**config.mk**
```make
export PLATFORM = sky130hd
export DESIGN_NAME = pipe_hazard_ctrl
export DESIGN_NICKNAME = d
export VERILOG_FILES = /design/src/rtl/pipe_hazard_ctrl.sv
export SDC_FILE = /design/constraint.sdc
export NUM_CORES = 1
export LEC_CHECK = 0
export BUFFER_PORTS_ARGS = -buffer_cell sky130_fd_sc_hd__buf_4
export CAP_MARGIN = 25
export CORE_ASPECT_RATIO = 0.6
export CORE_UTILIZATION = 42
export CTS_BUF_LIST = sky130_fd_sc_hd__clkbuf_8
export DETAILED_ROUTE_END_ITERATION = 10
export PLACE_DENSITY_LB_ADDON = 0.08
export REMOVE_ABC_BUFFERS = 1
export SYNTH_ARGS = -nofsm -noshare
export SYNTH_HDL_FRONTEND = slang
export SYNTH_SLANG_ARGS = --single-unit
```
**constraint.sdc**
```tcl
create_clock -name clk -period 2.53 [get_ports clk]
set_input_delay 0.506 -clock clk [delete_from_list [all_inputs] [get_ports clk]]
set_output_delay 0.506 -clock clk [all_outputs]
set_load 0.005 [all_outputs]
```
**src/rtl/pipe_hazard_ctrl.sv**
```systemverilog
// pipe_hazard_ctrl
// Central stall/flush sequencer for a 5-stage pipeline. It produces the hold
// and bubble controls for PC, IF_ID, ID_EXE, EXE_MEM and MEM_WB.
// It does three jobs:
//   - inserts a one-cycle bubble on a load-use hazard
//   - discards the wrong-path fetch on an ID-stage redirect
//   - freezes the whole pipe while a data-memory access is outstanding
// It also keeps saturating counters of stall cycles and flush cycles.
// Ports:
//   clk, rst (async, active-low)
//   ifid_rs, ifid_rt, ifid_uses_rt        : source operands of the ID instruction
//   idexe_dmrd, idexe_rd, idexe_rfwr      : load/destination info of the EX instruction
//   id_redirect                           : taken branch/jump resolved in ID
//   mem_req, mem_ack                      : DM access handshake of the MEM instruction
//   pc_stall, ifid_stall, ifid_flush,
//   idexe_stall, idexe_flush,
//   exemem_stall, memwb_flush             : pipeline register controls
//   mem_timeout                           : sticky DM timeout flag
//   stall_cnt, flush_cnt                  : saturating event counters
module pipe_hazard_ctrl #(
   parameter int MEM_WAIT_MAX = 15,
   parameter int CNT_W        = 32
) (
   input  logic             clk,
   input  logic             rst,
   input  logic [4:0]       ifid_rs,
   input  logic [4:0]       ifid_rt,
   input  logic             ifid_uses_rt,
   input  logic [3:0]       idexe_dmrd,
   input  logic [4:0]       idexe_rd,
   input  logic             idexe_rfwr,
   input  logic             id_redirect,
   input  logic             mem_req,
   input  logic             mem_ack,
   output logic             pc_stall,
   output logic             ifid_stall,
   output logic             ifid_flush,
   output logic             idexe_stall,
   output logic             idexe_flush,
   output logic             exemem_stall,
   output logic             memwb_flush,
   output logic             mem_timeout,
   output logic [CNT_W-1:0] stall_cnt,
   output logic [CNT_W-1:0] flush_cnt
);

   typedef enum logic [1:0] {
      RUN      = 2'd0,
      MEM_WAIT = 2'd1,
      ERROR    = 2'd2
   } state_t;

   localparam logic [7:0] WAIT_MAX = 8'(MEM_WAIT_MAX);

   state_t     state;
   state_t     stateNext;
   logic [7:0] waitCnt;
   logic [7:0] waitNext;
   logic       loadUse;
   logic       memHold;
   logic       freeze;
   logic       luStall;
   logic       redirFlush;
   logic       timeoutSet;

   // A load in EX whose destination is a source of the ID instruction.
   // Register 0 never creates a hazard.
   assign loadUse = (idexe_dmrd != 4'd0) && idexe_rfwr && (idexe_rd != 5'd0) &&
                    ((idexe_rd == ifid_rs) || (ifid_uses_rt && (idexe_rd == ifid_rt)));

   assign memHold = mem_req && !mem_ack;

   // Next-state and control decode. The priority is memory freeze, then
   // load-use, then redirect.
   // When a redirect coincides with a load-use hazard, only the stall is
   // taken. The branch re-resolves next cycle with valid operands.
   always_comb begin
      stateNext  = state;
      waitNext   = waitCnt;
      timeoutSet = 1'b0;
      freeze     = 1'b0;
      luStall    = 1'b0;
      redirFlush = 1'b0;
      case (state)
         RUN: begin
            if (memHold) begin
               freeze    = 1'b1;
               stateNext = MEM_WAIT;
               waitNext  = 8'd1;
            end else if (loadUse) begin
               luStall = 1'b1;
            end else if (id_redirect) begin
               redirFlush = 1'b1;
            end
         end
         MEM_WAIT: begin
            if (mem_ack) begin
               stateNext = RUN;
               waitNext  = 8'd0;
            end else if (waitCnt < WAIT_MAX) begin
               freeze   = 1'b1;
               waitNext = waitCnt + 8'd1;
            end else begin
               freeze     = 1'b1;
               stateNext  = ERROR;
               timeoutSet = 1'b1;
            end
         end
         ERROR: begin
            freeze = 1'b1;
         end
         default: begin
            stateNext = RUN;
            waitNext  = 8'd0;
         end
      endcase
   end

   // Controls are gated by reset so that an asynchronous reset silences them
   // immediately, even with hazard-looking inputs present.
   assign pc_stall     = rst & (freeze | luStall);
   assign ifid_stall   = rst & (freeze | luStall);
   assign ifid_flush   = rst & redirFlush;
   assign idexe_stall  = rst & freeze;
   assign idexe_flush  = rst & luStall;
   assign exemem_stall = rst & freeze;
   assign memwb_flush  = rst & freeze;

   // State, wait counter, sticky timeout flag and saturating event counters.
   always_ff @(posedge clk or negedge rst) begin
      if (!rst) begin
         state       <= RUN;
         waitCnt     <= 8'd0;
         mem_timeout <= 1'b0;
         stall_cnt   <= '0;
         flush_cnt   <= '0;
      end else begin
         state   <= stateNext;
         waitCnt <= waitNext;
         if (timeoutSet) begin
            mem_timeout <= 1'b1;
         end
         if (pc_stall && (stall_cnt != {CNT_W{1'b1}})) begin
            stall_cnt <= stall_cnt + CNT_W'(1);
         end
         if (ifid_flush && (flush_cnt != {CNT_W{1'b1}})) begin
            flush_cnt <= flush_cnt + CNT_W'(1);
         end
      end
   end

endmodule

```
==> summary.md, run 1 <==
| Metric | Value |
|---|---|
| Status | finished, final reports clean |
| Post-Synthesis Cells | 381 |
| Xor and xnor area share after synthesis | 0.1667 |
| Fillers | 805 |
| DR iter-0 viols | 206 |
| DRT Pass-1 Iters | 4 |
| Critical path endpoint category | flip-flop |
| Slew Limit Fails | 0 |
| Critical path peak fanout | 25 |
| DR WL met2 | 3723 um |
| Total number of yosys warnings | 0 |
| Antenna Nets Post-Route | 0 |
| Startpoint types | flip-flop |
| Initial antenna violation count | 0 |
| Mux contribution to synthesized area | 0.002896 |
| Initial Util | 0.4444 |
| Total CTS buffers | 9 |
| Hold Buf Count CTS | 0 |
| Vias | 3162 |
| Post-detail-place hpwl | 6582 um |
| Cell Pwr Density | 531.5 nW/um^2 |
| Yosys reg bits | 75 |
| Final Cell Area | 4997 sq um |
| Worst rel slew slack | 0.4786 |
| Slowest Stage Delay on Critical Path | 0.43 ns |
| Die W | 126.2 um |
| Core Rows | 26 |
| Multi-input logic area | 1894 sq um |
| Pre-CTS setup slack | 0.06446 ns |
| Max Cap Violations | 0 |
| Fin cells | 604 |
| Mapped Area | 3889 sq um |
| Cell area after placement | 4785 sq um |
| Sequential element share of the synthesized area | 0.4826 |
| Critical path, cell by cell | ha_1 -> and3_1 -> nand3_1 -> nor4_1 -> buf_4 -> or3_1 -> buf_12 -> nor4_1 -> xor2_1 |
| P_leak | 0.002369 uW |
| Vias in the first global route | 3028 |
| Root Buffer | clkbuf_8 |
| Synth Area in Simple Gates | 0.2725 |
| CTS tree | done |
| WS Path Type | flip-flop to flip-flop |
| Die Ht | 76.54 um |
| # Post-CTS Setup Buffers | 0 |
| Post-route DRC | 0 |
| Final hold vios | 0 |
| Placeable Area | 8751 sq um |
| Number of synthesized flops with an enable pin | 0 |
| Max Fclk | 434.2 MHz |
| Met1 wire length | 4737 um |
| GRT Residual Overflow | 0 |
| Clk Latency, worst-skew pair | 0.35 ns |
| CP arrival | 2.58 ns |
| Total GRT Usage | 0.2080 |
| Yosys cell types | 41 |
| Max IR drop VDD | 0.0003289 V |
| Worst min path class | input port to async pin |
| RSZ-0062 raised after global routing | no |
| Uppermost layer routed | met4 |
| Sink Count | 75 |
| Largest family of logic cells by synthesized area | simple AND/OR/NAND/NOR gates |
| Synth Area in Compound Gates | 0.03443 |
| H-tree depth | 3 |
| Post-CTS resize count | 0 |
| Largest net degree at the start of global routing | 63 |
| Met3 WL | 477 um |
| Layout cells sized above 1 | 0.2785 |
| RD Place Congestion | 0.8179 |
| Reg clk slew, reported paths | 0.08 ns |
| Final cycle utilization of the critical path | 0.9104 |
| Tmin final | 2.303 ns |
| Net count, final | 516 |
| Drt wl/cell | 14.89 um |
| Final setup viols | 0 |
| Top_reg_cell synth | dfrtp_1 |
| Tightest Pin Transition | 0.7820 ns |
| Vias/cell | 5.235 |
| Clock Skews | 0.008927 ns |
| Overall Power | 2656 uW |
| Final WS setup | 0.2268 ns |
| CP Data Required Time | 2.81 ns |
| Adder-cell area share of the yosys netlist | 0.009653 |
| Slowest-stage cell, CP | dfrtp_1 |
| Full die area | 9661 sq um |
| First-pass GRT wire length | 15610 um |
| Area growth from synthesis to layout | 28.51% |
| Clock buffer depth | 2 |
| Register Area | 1877 sq um |
| Number of port buffers | 97 |
| Placed Cells | 588 |
| Hold_ws | 0.1573 ns |
| Async S/R FF share, synth | 1.000 |
| Number of inserted diodes | 0 |
| Io pins | 98 |
| Post-Route WL | 8996 um |
| Syn avg cell area | 10.21 sq um |
| Critical Path Most Common Cell | nor4_1 |
## path summary, 6_finish.rpt
| check | start | end | slack, ns | cells past startpoint |
|---|---|---|---|---|
| max reg2reg | stall_cnt[0] | stall_cnt[27] | 0.23 | 9 |
| max | stall_cnt[0] | stall_cnt[27] | 0.23 | 9 |
| min reg2reg | mem_timeout | mem_timeout | 0.47 | 1 |
| min | rst | stall_cnt[1] | 0.16 | 2 |
| min in group clk | mem_ack | state[0] | 0.36 | 2 |
| max in group asynchronous | rst | flush_cnt[5] | 1.36 | 3 |
## layer usage
| metal | GRT usage | vias to the layer above |
|---|---|---|
| met5 | 0 | - |
| met4 | 0.06145 | 0 |
| met1 | 0.3249 | 1522 |
| met2 | 0.2740 | 80 |
| li1 | - | 1554 |
| met3 | 0.05478 | 6 |
## worst max-delay path, delay by kind of cell, from the launching register on
kind	cells	cell delay [ns]
DFF	1	0.43
buffers and inverters	2	0.32
adders and majority gates	1	0.24
and+or+nand+nor	5	1.05
xor gates and xnor gates	1	0.18
## flip-flops by register name, indices dropped and copies added (netlist names)
register	flops
mem_timeout	1
state	2
flush_cnt	32
stall_cnt	32
waitCnt	8
## per-stage QoR
stage                     TNS, ns  utilization
after floorplan            -5.514            -
after global placement          0       0.5468
after detailed placement        0       0.5468
after CTS                       0       0.5711
after global routing            0       0.5711
final                           0       0.5711
## kinds of logic (layout without fill, tap and decap cells)
kind of cell | Yosys count | count (layout)
AO/OA/AOI/OAI | 21 | 21
XOR/XNOR | 74 | 74
adder cells (fa/ha/maj) | 3 | 3
buffers and inverters | 22 | 133
flip-flops | 75 | 75
multiplexers | 1 | 1
AND/OR/NAND/NOR | 185 | 185
## where the power goes
part,internal [uW],switching [uW]
logic,186,142
clock network,533,443
registers,1270,84.9
total,1990,669
## placed cells by master (no fill, tap or decap), drive strengths merged, types with 2 or more instances in the layout
cell type / synthesis / routed
a21oi: 7 / 7
a31oi: 2 / 2
and2: 4 / 4
and3: 23 / 23
and4: 7 / 7
buf: 8 / 109
clkbuf: 6 / 12
clkinv: 0 / 2
dfrtp: 75 / 75
ha: 3 / 3
inv: 8 / 8
nand2: 38 / 38
nand2b: 2 / 2
nand3: 26 / 26
nand4: 26 / 26
nand4b: 2 / 2
nor2: 20 / 20
nor2b: 2 / 2
nor3: 21 / 21
nor4: 9 / 9
o21ai: 5 / 5
or3: 2 / 2
xnor2: 42 / 42
xor2: 32 / 32
## synthesized netlist by cell type, types with 2 or more instances
library cell  number  area [sq um]
nor3_1            18         90.09
a21oi_1            7         35.03
xor2_1            32         280.3
nand2_1           38         142.6
nand4_1           26         162.7
or3_1              2         12.51
nor4_4             3         63.81
nor2b_1            2         12.51
ha_1               3         37.54
and3_1            23         143.9
a31oi_1            2         12.51
and4_1             7         61.31
nor4_2             2         25.02
and2_1             3         18.77
o21ai_0            5         25.02
dfrtp_1           75          1877
clkbuf_1           6         22.52
nor3_2             3         30.03
nand4b_1           2         17.52
inv_1              8         30.03
buf_4              5         37.54
nand2b_1           2         12.51
nand3_1           26         130.1
nor2_1            20         75.07
xnor2_1           42         367.9
nor4_1             4         25.02
## final cells by class
class,instances,area share
timing repair buffer,109,0.1688
tap,112,0.02804
clock buffer,12,0.03305
clock inverter,4,0.009514
sequential,75,0.3756
inverter,8,0.006009
multi-input combinational,284,0.3791
Note: power is estimated with default switching activity, not from simulation.
==> inputs of run 2 (changes only) <==
--- a/config.mk
+++ b/config.mk
@@ -8,7 +8,7 @@
 export BUFFER_PORTS_ARGS = -buffer_cell sky130_fd_sc_hd__buf_4
 export CAP_MARGIN = 25
 export CORE_ASPECT_RATIO = 0.6
-export CORE_UTILIZATION = 42
+export CORE_UTILIZATION = 55
 export CTS_BUF_LIST = sky130_fd_sc_hd__clkbuf_8
 export DETAILED_ROUTE_END_ITERATION = 10
 export PLACE_DENSITY_LB_ADDON = 0.08
==> run 2 against run 1 <==
Effect of this change:
- sequential power about the same
- critical path depth decreased by 4
- sequential cell count unchanged
- clock skew decreased by 0.00068 ns
- hold slack improved by 0.21 ns
- clock power decreased by 21%
- first-iteration DRC count increased by 29%
- wire length decreased by 0.83%
- critical endpoint is now ifid_flush
==> summary.md, run 2 (same netlist as run 1, synthesis figures left out) <==
| Metric | Value |
|---|---|
| Post-layout util | 0.7232 (was 0.5711) |
| CP arrival | 1.81 ns (was 2.58 ns) |
| H-tree depth | 3 (unchanged) |
| Most frequent cells in the layout | buf_4 (102), dfrtp_1 (75), xnor2_1 (42) (was buf_4 (107), dfrtp_1 (75), xnor2_1 (42)) |
| DR iter-0 viols | 265 (was 206) |
| Sink Count | 75 (unchanged) |
| Number of inserted diodes | 0 (unchanged) |
| Startpoint types | flip-flop (unchanged) |
| Met1 Track Usage GR | 0.3722 (was 0.3249) |
| Status | finished, final reports clean (unchanged) |
| Root Buffer | clkbuf_8 (unchanged) |
| Vias in the first global route | 2918 (was 3028) |
| Final Cell Area | 4891 sq um (was 4997 sq um) |
| Antenna Nets Post-Route | 0 (unchanged) |
| Full die area | 7422 sq um (was 9661 sq um) |
| RD Place Congestion | 0.8046 (was 0.8179) |
| M2 GR Usage | 0.3797 (was 0.2740) |
| Final cycle utilization of the critical path | 0.9161 (was 0.9104) |
| Max IR drop VDD | 0.0004625 V (was 0.0003289 V) |
| GRT Residual Overflow | 0 (unchanged) |
| Final setup viols | 0 (unchanged) |
| P_leak | 0.002334 uW (was 0.002369 uW) |
| Final hold vios | 0 (unchanged) |
| Initial Util | 0.5750 (was 0.4444) |
| Vias | 3262 (was 3162) |
| Cell area after placement | 4716 sq um (was 4785 sq um) |
| Slew Limit Fails | 0 (unchanged) |
| Number of port buffers | 97 (unchanged) |
| Tightest Pin Transition | 0.9011 ns (was 0.7820 ns) |
| Largest regs | flush_cnt: 32 flops, stall_cnt: 32 flops, waitCnt: 8 flops (unchanged) |
| Die W | 110.6 um (was 126.2 um) |
| Fillers | 531 (was 805) |
| Core Rows | 23 (was 26) |
| Tmin final | 2.318 ns (was 2.303 ns) |
| CTS tree | done (unchanged) |
| Post-detail-place hpwl | 6469 um (was 6582 um) |
| Post-route DRC | 0 (unchanged) |
| Drt wl/cell | 15.54 um (was 14.89 um) |
| Total CTS buffers | 9 (unchanged) |
| Worst min path class | input port to flip-flop (was input port to async pin) |
| RSZ-0062 raised after global routing | no (unchanged) |
| Reg clk slew, reported paths | 0.07 ns (was 0.08 ns) |
| Area growth from synthesis to layout | 25.77% (was 28.51%) |
| Gr busiest metal | met2 (was met1) |
| Met3 Use GR | 0.06822 (was 0.05478) |
| Placeable Area | 6763 sq um (was 8751 sq um) |
| Critical path peak fanout | 32 (was 25) |
| Hold_ws | 0.3632 ns (was 0.1573 ns) |
| Largest net degree at the start of global routing | 73 (was 63) |
| DRT Pass-1 Iters | 5 (was 4) |
| Overall Power | 2468 uW (was 2656 uW) |
| Io pins | 98 (unchanged) |
| Vias/cell | 5.683 (was 5.235) |
| Clock buffer depth | 2 (unchanged) |
| Max Cap Violations | 0 (unchanged) |
| WS Path Type | flip-flop to output pin (was flip-flop to flip-flop) |
| Setup_tns | 0 ns (unchanged) |
| Worst rel slew slack | 0.3992 (was 0.4786) |
| Initial antenna violation count | 0 (unchanged) |
| Net count, final | 512 (was 516) |
| Max Fclk | 431.4 MHz (was 434.2 MHz) |
| Critical path endpoint category | output pin (was flip-flop) |
| Clk Latency, worst-skew pair | 0.35 ns (about the same) |
| Layout cells sized above 1 | 0.2669 (was 0.2785) |
| Post-Route WL | 8921 um (was 8996 um) |
| Cell Pwr Density | 504.6 nW/um^2 (was 531.5 nW/um^2) |
| Critical path, cell by cell | nor4b_2 -> nand2_1 -> a21oi_2 -> buf_12 -> buf_4 (was ha_1 -> and3_1 -> nand3_1 -> nor4_1 -> buf_4 -> or3_1 -> buf_12 -> nor4_1 -> xor2_1) |
| Slowest Stage Delay on Critical Path | 0.47 ns (was 0.43 ns) |
| First-pass GRT wire length | 14780 um (was 15610 um) |
| Reg2Reg Setup Slack | 0.23 ns (about the same) |
| Clock Skews | 0.008244 ns (was 0.008927 ns) |
| CP Data Required Time | 2.02 ns (was 2.81 ns) |
| Die Ht | 67.13 um (was 76.54 um) |
| Commonest non-fill, non-tap cell in the layout | buf_4 (unchanged) |
| Total GRT Usage | 0.2569 (was 0.2080) |
| Slowest-stage cell, CP | dfrtp_1 (unchanged) |
-- run 2: cell type report --
type	count	area (sq um)	area share
Clock buffer	10	137.6	0.02814
Clock inverter	5	22.52	0.004605
Inverter	8	30.03	0.006140
Multi-Input combinational cell	284	1899	0.3883
Sequential cell	75	1877	0.3837
Tap cell	87	108.9	0.02226
Timing Repair Buffer	105	815.8	0.1668
-- run 2: metal layers --
metal | up-vias | part of all wire
met2 | 104 | 0.44
li1 | 1546 | -
met1 | 1602 | 0.49
met5 | - | 0
met3 | 10 | 0.060
met4 | 0 | 0.0093
-- run 2: worst paths after layout --
| kind | endpoint | depth (start not counted) | from |
|---|---|---|---|
| hold / removal | state[0] | 2 | mem_ack |
| hold reg to reg | mem_timeout | 1 | mem_timeout |
| setup / recovery | ifid_flush | 5 | state[0] |
| setup reg to reg | stall_cnt[25] | 8 | stall_cnt[0] |
| max in group asynchronous | stall_cnt[21] | 2 | rst |
| min in group asynchronous | waitCnt[0] | 2 | rst |
-- run 2: worst max-delay path: cells and delay by family (launching register included) --
| kind | cells | cell delay [ns] |
|---|---|---|
| AND/OR/NAND/NOR | 2 | 0.48 |
| flip-flops | 1 | 0.47 |
| buffers and inverters | 2 | 0.33 |
| AO/OA/AOI/OAI | 1 | 0.16 |
-- run 2: report_power, final --
part | switching (uW) | internal (uW) | total, uW
logic | 147 | 186 | 334
registers | 94.3 | 1270 | 1360
clock network | 407 | 365 | 771
total | 648 | 1820 | 2470
-- run 2: what timing repair did --
| action | CTS | global route |
|---|---|---|
| endpoints found under the hold margin | 3 | 0 |
| gates resized for setup | 0 | 1 |
| setup buffers | 0 | 0 |
| hold buffers | 1 | 0 |
| setup endpoints to repair | 0 | 2 |
-- run 2: stage by stage --
stage | setup slack, ns | std cells
finish | 0.2122 | 574
CTS | 0.1043 | 574
detailed placement | 0.03210 | 558
global placement | 0.1170 | 558
global route | 0.08341 | 574
floorplan | -0.3199 | 367
